===== config.mk =====
export PLATFORM = sky130hd
export DESIGN_NAME = uncached_wbuf
export DESIGN_NICKNAME = d
export VERILOG_FILES = /design/src/rtl/uncached_wbuf_pkg.sv /design/src/rtl/uncached_wbuf_fifo.sv /design/src/rtl/uncached_wbuf.sv
export SDC_FILE = /design/constraint.sdc
export NUM_CORES = 1
export LEC_CHECK = 0
export CAP_MARGIN = 25
export CORE_ASPECT_RATIO = 1.2
export CORE_MARGIN = 10
export CORE_UTILIZATION = 25
export CTS_BUF_LIST = sky130_fd_sc_hd__clkbuf_2
export CTS_CLUSTER_SIZE = 20
export DETAILED_ROUTE_END_ITERATION = 8
export GPL_TIMING_DRIVEN = 0
export SETUP_SLACK_MARGIN = 0.02
export SLEW_MARGIN = 15
export SYNTH_ARGS = -nofsm -noshare
export SYNTH_HDL_FRONTEND = slang
export SYNTH_SLANG_ARGS = --single-unit

===== constraint.sdc =====
create_clock -name clk -period 13.1 [get_ports clk]
set_input_delay 3.93 -clock clk [delete_from_list [all_inputs] [get_ports clk]]
set_output_delay 3.93 -clock clk [all_outputs]
set_load 0.05 [all_outputs]

===== src/rtl/uncached_wbuf_pkg.sv =====
// Shared types and constants for the uncached posted write buffer.
// FSM encoding, AXI single-beat constants and the queued entry layout.
package uncached_wbuf_pkg;

  typedef enum logic [1:0] {
    ST_IDLE = 2'd0,
    ST_SEND = 2'd1,
    ST_RESP = 2'd2
  } state_t;

  localparam logic [2:0] SIZE_BYTE  = 3'd0;
  localparam logic [2:0] SIZE_HALF  = 3'd1;
  localparam logic [2:0] SIZE_WORD  = 3'd2;
  localparam logic [1:0] BURST_INCR = 2'b01;
  localparam logic [7:0] LEN_SINGLE = 8'd0;

  localparam int ENTRY_W = 32 + 32 + 4 + 3;

  typedef struct packed {
    logic [31:0] addr;
    logic [31:0] data;
    logic [3:0]  strb;
    logic [2:0]  size;
  } entry_t;

endpackage


===== src/rtl/uncached_wbuf_fifo.sv =====
// Circular store queue with occupancy count and a word-address match over live entries.
// Head is read combinationally; push is refused by the parent when full, no look-ahead.
module uncached_wbuf_fifo
  import uncached_wbuf_pkg::*;
#(
  parameter int DEPTH = 4,
  parameter int PTR_W = 2
) (
  input  logic              clk,
  input  logic              rst,
  input  logic              i_push,
  input  entry_t            i_entry,
  input  logic              i_pop,
  input  logic [31:2]       i_query_addr,
  output entry_t            o_head,
  output logic [PTR_W:0]    o_count,
  output logic              o_full,
  output logic              o_query_hit
);

  entry_t           r_mem [DEPTH];
  logic [PTR_W-1:0] r_wr_ptr;
  logic [PTR_W-1:0] r_rd_ptr;
  logic [PTR_W:0]   r_count;
  logic [PTR_W-1:0] w_off;
  logic             w_hit;

  always_ff @(posedge clk or posedge rst) begin
    if (rst) begin
      for (int i = 0; i < DEPTH; i++) r_mem[i] <= '0;
      r_wr_ptr <= '0;
      r_rd_ptr <= '0;
      r_count  <= '0;
    end else begin
      if (i_push) begin
        r_mem[r_wr_ptr] <= i_entry;
        r_wr_ptr        <= r_wr_ptr + 1'b1;
      end
      if (i_pop) r_rd_ptr <= r_rd_ptr + 1'b1;
      case ({i_push, i_pop})
        2'b10:   r_count <= r_count + 1'b1;
        2'b01:   r_count <= r_count - 1'b1;
        default: r_count <= r_count;
      endcase
    end
  end

  // An entry is live when its distance from the read pointer is below the count.
  always_comb begin
    w_hit = 1'b0;
    w_off = '0;
    for (int i = 0; i < DEPTH; i++) begin
      w_off = PTR_W'(i) - r_rd_ptr;
      if (({1'b0, w_off} < r_count) && (r_mem[i].addr[31:2] == i_query_addr))
        w_hit = 1'b1;
    end
  end

  assign o_head      = r_mem[r_rd_ptr];
  assign o_count     = r_count;
  assign o_full      = (r_count == (PTR_W+1)'(DEPTH));
  assign o_query_hit = w_hit;

endmodule


===== src/rtl/uncached_wbuf.sv =====
// Posted uncached store buffer draining in order as single-beat AXI writes, one outstanding.
// AW/W rise the cycle after a store lands in an empty queue; req_ready drops only when full.
module uncached_wbuf
  import uncached_wbuf_pkg::*;
#(
  parameter int DEPTH = 4,
  parameter int PTR_W = 2
) (
  input  logic        clk,
  input  logic        rst,
  input  logic        req_valid,
  output logic        req_ready,
  input  logic [31:0] req_addr,
  input  logic [31:0] req_data,
  input  logic [3:0]  req_strb,
  input  logic [2:0]  req_size,
  input  logic [31:0] query_addr,
  output logic        query_hit,
  output logic        empty,
  output logic [31:0] awaddr,
  output logic [7:0]  awlen,
  output logic [2:0]  awsize,
  output logic        awvalid,
  input  logic        awready,
  output logic [31:0] wdata,
  output logic [3:0]  wstrb,
  output logic        wlast,
  output logic        wvalid,
  input  logic        wready,
  input  logic        bvalid,
  output logic        bready
);

  entry_t         w_req_entry;
  entry_t         w_head;
  logic [PTR_W:0] w_count;
  logic           w_full;
  logic           w_push;
  logic           w_pop;
  logic           w_aw_now;
  logic           w_w_now;
  logic           w_more;
  logic           w_unused_qa;

  state_t r_state;
  logic   r_aw_done;
  logic   r_w_done;
  logic   r_awvalid;
  logic   r_wvalid;
  logic   r_bready;

  assign req_ready   = !w_full;
  assign w_push      = req_valid & req_ready;
  assign w_pop       = (r_state == ST_RESP) & bvalid;
  assign w_req_entry = '{addr: req_addr, data: req_data, strb: req_strb, size: req_size};
  assign w_unused_qa = ^query_addr[1:0];

  uncached_wbuf_fifo #(.DEPTH(DEPTH), .PTR_W(PTR_W)) u_fifo (
    .clk          (clk),
    .rst          (rst),
    .i_push       (w_push),
    .i_entry      (w_req_entry),
    .i_pop        (w_pop),
    .i_query_addr (query_addr[31:2]),
    .o_head       (w_head),
    .o_count      (w_count),
    .o_full       (w_full),
    .o_query_hit  (query_hit)
  );

  // Handshake completion including this cycle, so AW and W may finish in either order.
  assign w_aw_now = r_aw_done | (r_awvalid & awready);
  assign w_w_now  = r_w_done  | (r_wvalid  & wready);
  assign w_more   = (w_count != (PTR_W+1)'(1)) | w_push;

  always_ff @(posedge clk or posedge rst) begin
    if (rst) begin
      r_state   <= ST_IDLE;
      r_aw_done <= 1'b0;
      r_w_done  <= 1'b0;
      r_awvalid <= 1'b0;
      r_wvalid  <= 1'b0;
      r_bready  <= 1'b0;
    end else begin
      case (r_state)
        ST_IDLE: begin
          if (w_count != '0) begin
            r_state   <= ST_SEND;
            r_awvalid <= 1'b1;
            r_wvalid  <= 1'b1;
          end
        end
        ST_SEND: begin
          if (w_aw_now && w_w_now) begin
            r_state   <= ST_RESP;
            r_aw_done <= 1'b0;
            r_w_done  <= 1'b0;
            r_awvalid <= 1'b0;
            r_wvalid  <= 1'b0;
            r_bready  <= 1'b1;
          end else begin
            r_aw_done <= w_aw_now;
            r_w_done  <= w_w_now;
            r_awvalid <= !w_aw_now;
            r_wvalid  <= !w_w_now;
          end
        end
        ST_RESP: begin
          if (bvalid) begin
            r_bready <= 1'b0;
            if (w_more) begin
              r_state   <= ST_SEND;
              r_awvalid <= 1'b1;
              r_wvalid  <= 1'b1;
            end else begin
              r_state <= ST_IDLE;
            end
          end
        end
        default: begin
          r_state   <= ST_IDLE;
          r_aw_done <= 1'b0;
          r_w_done  <= 1'b0;
          r_awvalid <= 1'b0;
          r_wvalid  <= 1'b0;
          r_bready  <= 1'b0;
        end
      endcase
    end
  end

  assign awaddr  = w_head.addr;
  assign awsize  = w_head.size;
  assign awlen   = LEN_SINGLE;
  assign awvalid = r_awvalid;
  assign wdata   = w_head.data;
  assign wstrb   = w_head.strb;
  assign wlast   = 1'b1;
  assign wvalid  = r_wvalid;
  assign bready  = r_bready;
  assign empty   = (w_count == '0) && (r_state == ST_IDLE);

endmodule

**After elaboration in Yosys (flattened, before gate mapping)**

Cells that the tools add are included.

- Add/sub/neg operators: 8
- Order comparisons: 7
- Equal/unequal tests: 14
- Mux-type cells: 30
- Bitwise gates (word level): 10
- Reduce and logical (&&, ||, !) cells: 18

Operators with widths:

| operator | count |
|---|---|
| $bwmux W284 | 1 |
| $mux W71 | 3 |
| $bmux W71 S2 | 1 |
| $demux W71 S2 | 1 |
| $eq A30 B30 Y1 | 4 |
| $mux W1 | 14 |
| $lt A2 B3 Y1 | 4 |
| $pmux W1 S3 | 3 |
| $reduce_and A3 Y1 | 3 |
| $ne A2 B2 Y1 const B | 4 |
| $logic_and A1 B1 Y1 | 7 |
| $ge A3 B3 Y1 const B | 2 |
| $mux W2 | 3 |
| $not A2 Y3 | 2 |
| $pmux W2 S3 | 1 |
| $pmux W3 S2 | 1 |
| $add A2 B1 Y2 const B | 2 |
| $and A1 B1 Y1 | 4 |
| $eq A2 B1 Y1 const B | 2 |
| $eq A2 B2 Y1 const B | 2 |
| $pmux W1 S2 | 2 |
| $sub A1 B2 Y2 const A | 2 |
| $sub A2 B2 Y2 const A | 2 |
| $add A3 B1 Y3 const B | 1 |
| 12 further kinds | 16 |

- Register bits: 298
- Input port bits: 109

**Logic depth before layout (Yosys ltp)**

- Depth in word-level cells: 7
- Mapped depth: 10
- Depth with buffers taken out: 9

**Modules after synthesis**

From an unflattened synthesis, not the netlist that was laid out.

- Cells, all modules: 957
- Area, all modules: 14438.8 µm²

By module, submodules not included:

| module | times used | cells each | area each (µm²) | sequential area each (µm²) |
|---|---|---|---|---|
| uncached_wbuf_fifo | 1 | 903 | 13960.9 | 7282.0 |
| uncached_wbuf | 1 | 54 | 478.0 | 175.2 |

**Worst setup path after synthesis**

OpenSTA, ideal clock, no wires.

- Path type: input to output
- Start: in query_addr[4]
- End: out query_hit
- Data arrival time: 5.437 ns
- Setup slack: 3.733 ns
- Stages on the path: 6
- Path buffers: 1
- Cell sequence: buf_2 > xor2_1 > a2111o_1 > a2111oi_1 > nand4_1 > nand4_1

- Word-level cells in the longest chain between the ends: 6

RTL lines:

| what | line | source |
|---|---|---|
| from (decl) | uncached_wbuf.sv:17 | `input logic [31:0] query_addr,` |
| $eq A30 B30 Y1 | uncached_wbuf_fifo.sv:54 | `if (({1'b0, w_off} < r_count) && (r_mem[i].addr[31:2] == i_query_addr))` |
| $logic_and A1 B1 Y1 | uncached_wbuf_fifo.sv:54 |  |
| $mux W1 (3 in a row) | uncached_wbuf_fifo.sv:54 |  |
| $mux W1 * | uncached_wbuf_fifo.sv:54 |  |
| to (decl) | uncached_wbuf.sv:18 | `output logic query_hit,` |

Mark *: on every way between the ends. The rest lies on a longest branch, timed or not.

**Worst setup path after layout**

- Start: in query_addr[26]
- End: out query_hit

The elaborated chain is that of the path after synthesis.

==> impl_metrics.env <==
export IMPL_power_density_mw_per_mm2=306.7
export IMPL_synth_seq_cells=298
export IMPL_n_fill_cell=5715
export IMPL_irDropWorstVdd_uv=162.4
export IMPL_pre_cts_slack_ps=2244
export IMPL_grt_max_degree=107
export IMPL_num_rows=96
export IMPL_required_ps=9170
export IMPL_finalPower_uw=5528
export IMPL_use_met1=0.1529
export IMPL_min_period_over_period=0.8351
export IMPL_rsz0062_at_grt="no"
export IMPL_grt_use_met2=0.2106
export IMPL_clock_latency_ps=1040
export IMPL_relSlewSlack=0.4255
export IMPL_start_kind="input pin"
export IMPL_layout_common_cells="dfrtp_1 (298), mux2_2 (254), clkdlybuf4s50_1 (170)"
export IMPL_final_hold_viol_count=0
export IMPL_gp_congestion=0.9156
export IMPL_ctsResizeCount=0
export IMPL_core_area_mm2=0.05730
export IMPL_syn_area_mm2=0.01449
export IMPL_worstPathMaxFanout=4
export IMPL_synth_area_top_cells="dfrtp_1 (51%), mux2_2 (20%), mux4_2 (11%)"
export IMPL_die_height_um=283.7
export IMPL_met3_usage=0.05089
export IMPL_drc=0
export IMPL_grt_pass1_vias=10357
export IMPL_fin_nets=1358
export IMPL_synth_ff_type="dfrtp_1"
export IMPL_dr_first_iter_drc_count=462
export IMPL_avgRoutedWirePerCell_um=21.76
export IMPL_mostFrequentLayoutCell="dfrtp_1"
export IMPL_htreeDepth=3
export IMPL_syn_avg_cell_area_um2=15.03
export IMPL_viasPerCell=4.588
export IMPL_cts_sinks=298
export IMPL_postPlaceCellArea_mm2=0.01724
export IMPL_wirelength_mm=44.22
export IMPL_yosysWarnings=0
export IMPL_maxCapViolations=0
export IMPL_grt_antenna_before_repair=10
export IMPL_status="completed"
export IMPL_yosysUniqueCellTypes=39
export IMPL_synth_edf_count=0
export IMPL_drive_gt1_frac=0.3991
export IMPL_setup_worst_path_end_class="primary output"
export IMPL_post_cts_buffers=0
export IMPL_io_buffers=170
export IMPL_dp_hpwl_mm=32.54
export IMPL_path_class="in -> out"
export IMPL_grt_total_usage=0.1308
export IMPL_timing_fmax_ghz=0.09141
export IMPL_cts_root_buf="clkbuf_2"
export IMPL_path_clk_slew_ps=80
export IMPL_area_growth_pct=24.44
export IMPL_vias=9322
export IMPL_cts_tree="built"
export IMPL_grt_overflow=0
export IMPL_stdcell_area_mm2=0.01802
export IMPL_clockBufferDepth=3
export IMPL_antenna_left=0
export IMPL_busiest_layer="met2"
export IMPL_dieWidth_um=239.7
export IMPL_initial_core_util=0.2528
export IMPL_synthArstFlopShare=1.000
export IMPL_yosysTopAreaCell="dfrtp_1"
export IMPL_final_max_slew_viol_count=0
export IMPL_ios=195
export IMPL_setup_viol=0
export IMPL_p_leak_uw=0.007410
export IMPL_numCtsBuffers=89
export IMPL_hp_class="reg -> reg"
export IMPL_critPathArrivalTime_ps=7010
export IMPL_cts_hold_buf=0
export IMPL_grt_pass1_wl_mm=66.30
export IMPL_seq_area_frac_synth=0.5148
export IMPL_fin_skew_ps=133.6
export IMPL_layout_setup_ws_ps=2160
export IMPL_die_area_mm2=0.06801
export IMPL_worst_slew_pin_slew_ps=861.7
export IMPL_finalCriticalPeriod_ps=10940
export IMPL_netlist_area_leader_share=0.5148
export IMPL_first_pass_iters=4
export IMPL_postSynthCellCount=964
-- logic make-up (layout without fill, tap and decap cells) --
kind of cell | count (synthesis) | in the layout | synth area share
mux | 356 | 356 | 0.3319
other cells | 2 | 13 | 0.0005185
fa+ha+maj | 13 | 13 | 0.01123
buf+inv | 81 | 403 | 0.02833
compound gates | 25 | 25 | 0.01235
simple gates | 62 | 62 | 0.02410
flops | 298 | 298 | 0.5148
xor+xnor | 127 | 127 | 0.07679
-- report_power, final --
part           internal (uW)  switching [uW]  leakage [uW]
logic                   1360            1750       0.00328
clock network            289             413      0.000581
registers               1390             320       0.00354
total                   3050            2480       0.00741
-- cell type report --
cell class	count	area (um2)	share of cell area
flip-flops and latches	298	7457	0.4137
multi-input cells	592	6644	0.3686
repair buffers	174	1799	0.09982
well taps	735	919.6	0.05102
clock buffers	121	605.6	0.03360
plain buffers	69	365.4	0.02027
clock inverters	27	171.4	0.009510
inverters	12	52.55	0.002915
diodes	4	10.01	0.0005553
-- worst max-delay path, cell delays in order --
cell             delay (ps)
clkdlybuf4s50_1         540
xor2_1                  200
nor4_1                  650
nand4_1                 140
or4_1                   550
nand4_1                 160
clkdlybuf4s50_1         840
-- state kept, by name (all words and copies together) (netlist names) --
signal,flops
r_state,2
r_w_done,1
r_aw_done,1
u_fifo.r_mem,284
awvalid,1
u_fifo.r_wr_ptr,2
bready,1
wvalid,1
u_fifo.o_count,3
u_fifo.r_rd_ptr,2
-- synthesized netlist by cell type (all sizes together), types with 6 or more instances --
cell type	number
buf	53
clkbuf	16
dfrtp	298
ha	13
inv	12
mux2	284
mux4	71
nand2	15
nand4	22
nor2	6
nor4	11
xnor2	76
xor2	51
-- metrics by stage --
| step | hold slack [ps] | util | cells | setup TNS, ps |
|---|---|---|---|---|
| after detailed placement | 475.5 | 0.3009 | 1880 | 0 |
| after global placement | 468.8 | 0.2990 | 1876 | -858460 |
| final | 489.6 | 0.3146 | 2032 | 0 |
| after CTS | 496.8 | 0.3144 | 2028 | 0 |
| after floorplan | 458.7 | - | 971 | 0 |
| after global routing | 520.4 | 0.3146 | 2031 | 0 |
-- per-layer routing --
layer	part of all wire	vias up
met2	0.48	301
li1	-	4113
met3	0.089	84
met4	0.023	10
met5	0.0013	-
met1	0.40	4814
-- final timing paths --
kind                                   startpoint  cells past startpoint  slack (ps)                end
worst min-delay path             u_fifo.r_mem[71]                      1         490   u_fifo.r_mem[71]
min in group asynchronous                     rst                      2        3350  u_fifo.r_mem[227]
worst max register to register  u_fifo.o_count[1]                      8       10570  u_fifo.r_mem[125]
worst min register to register   u_fifo.r_mem[71]                      1         490   u_fifo.r_mem[71]
max in group asynchronous                     rst                      5        8120  u_fifo.r_mem[109]
worst max-delay path               query_addr[26]                      7        2160          query_hit
(Power assumes the default switching activity.)
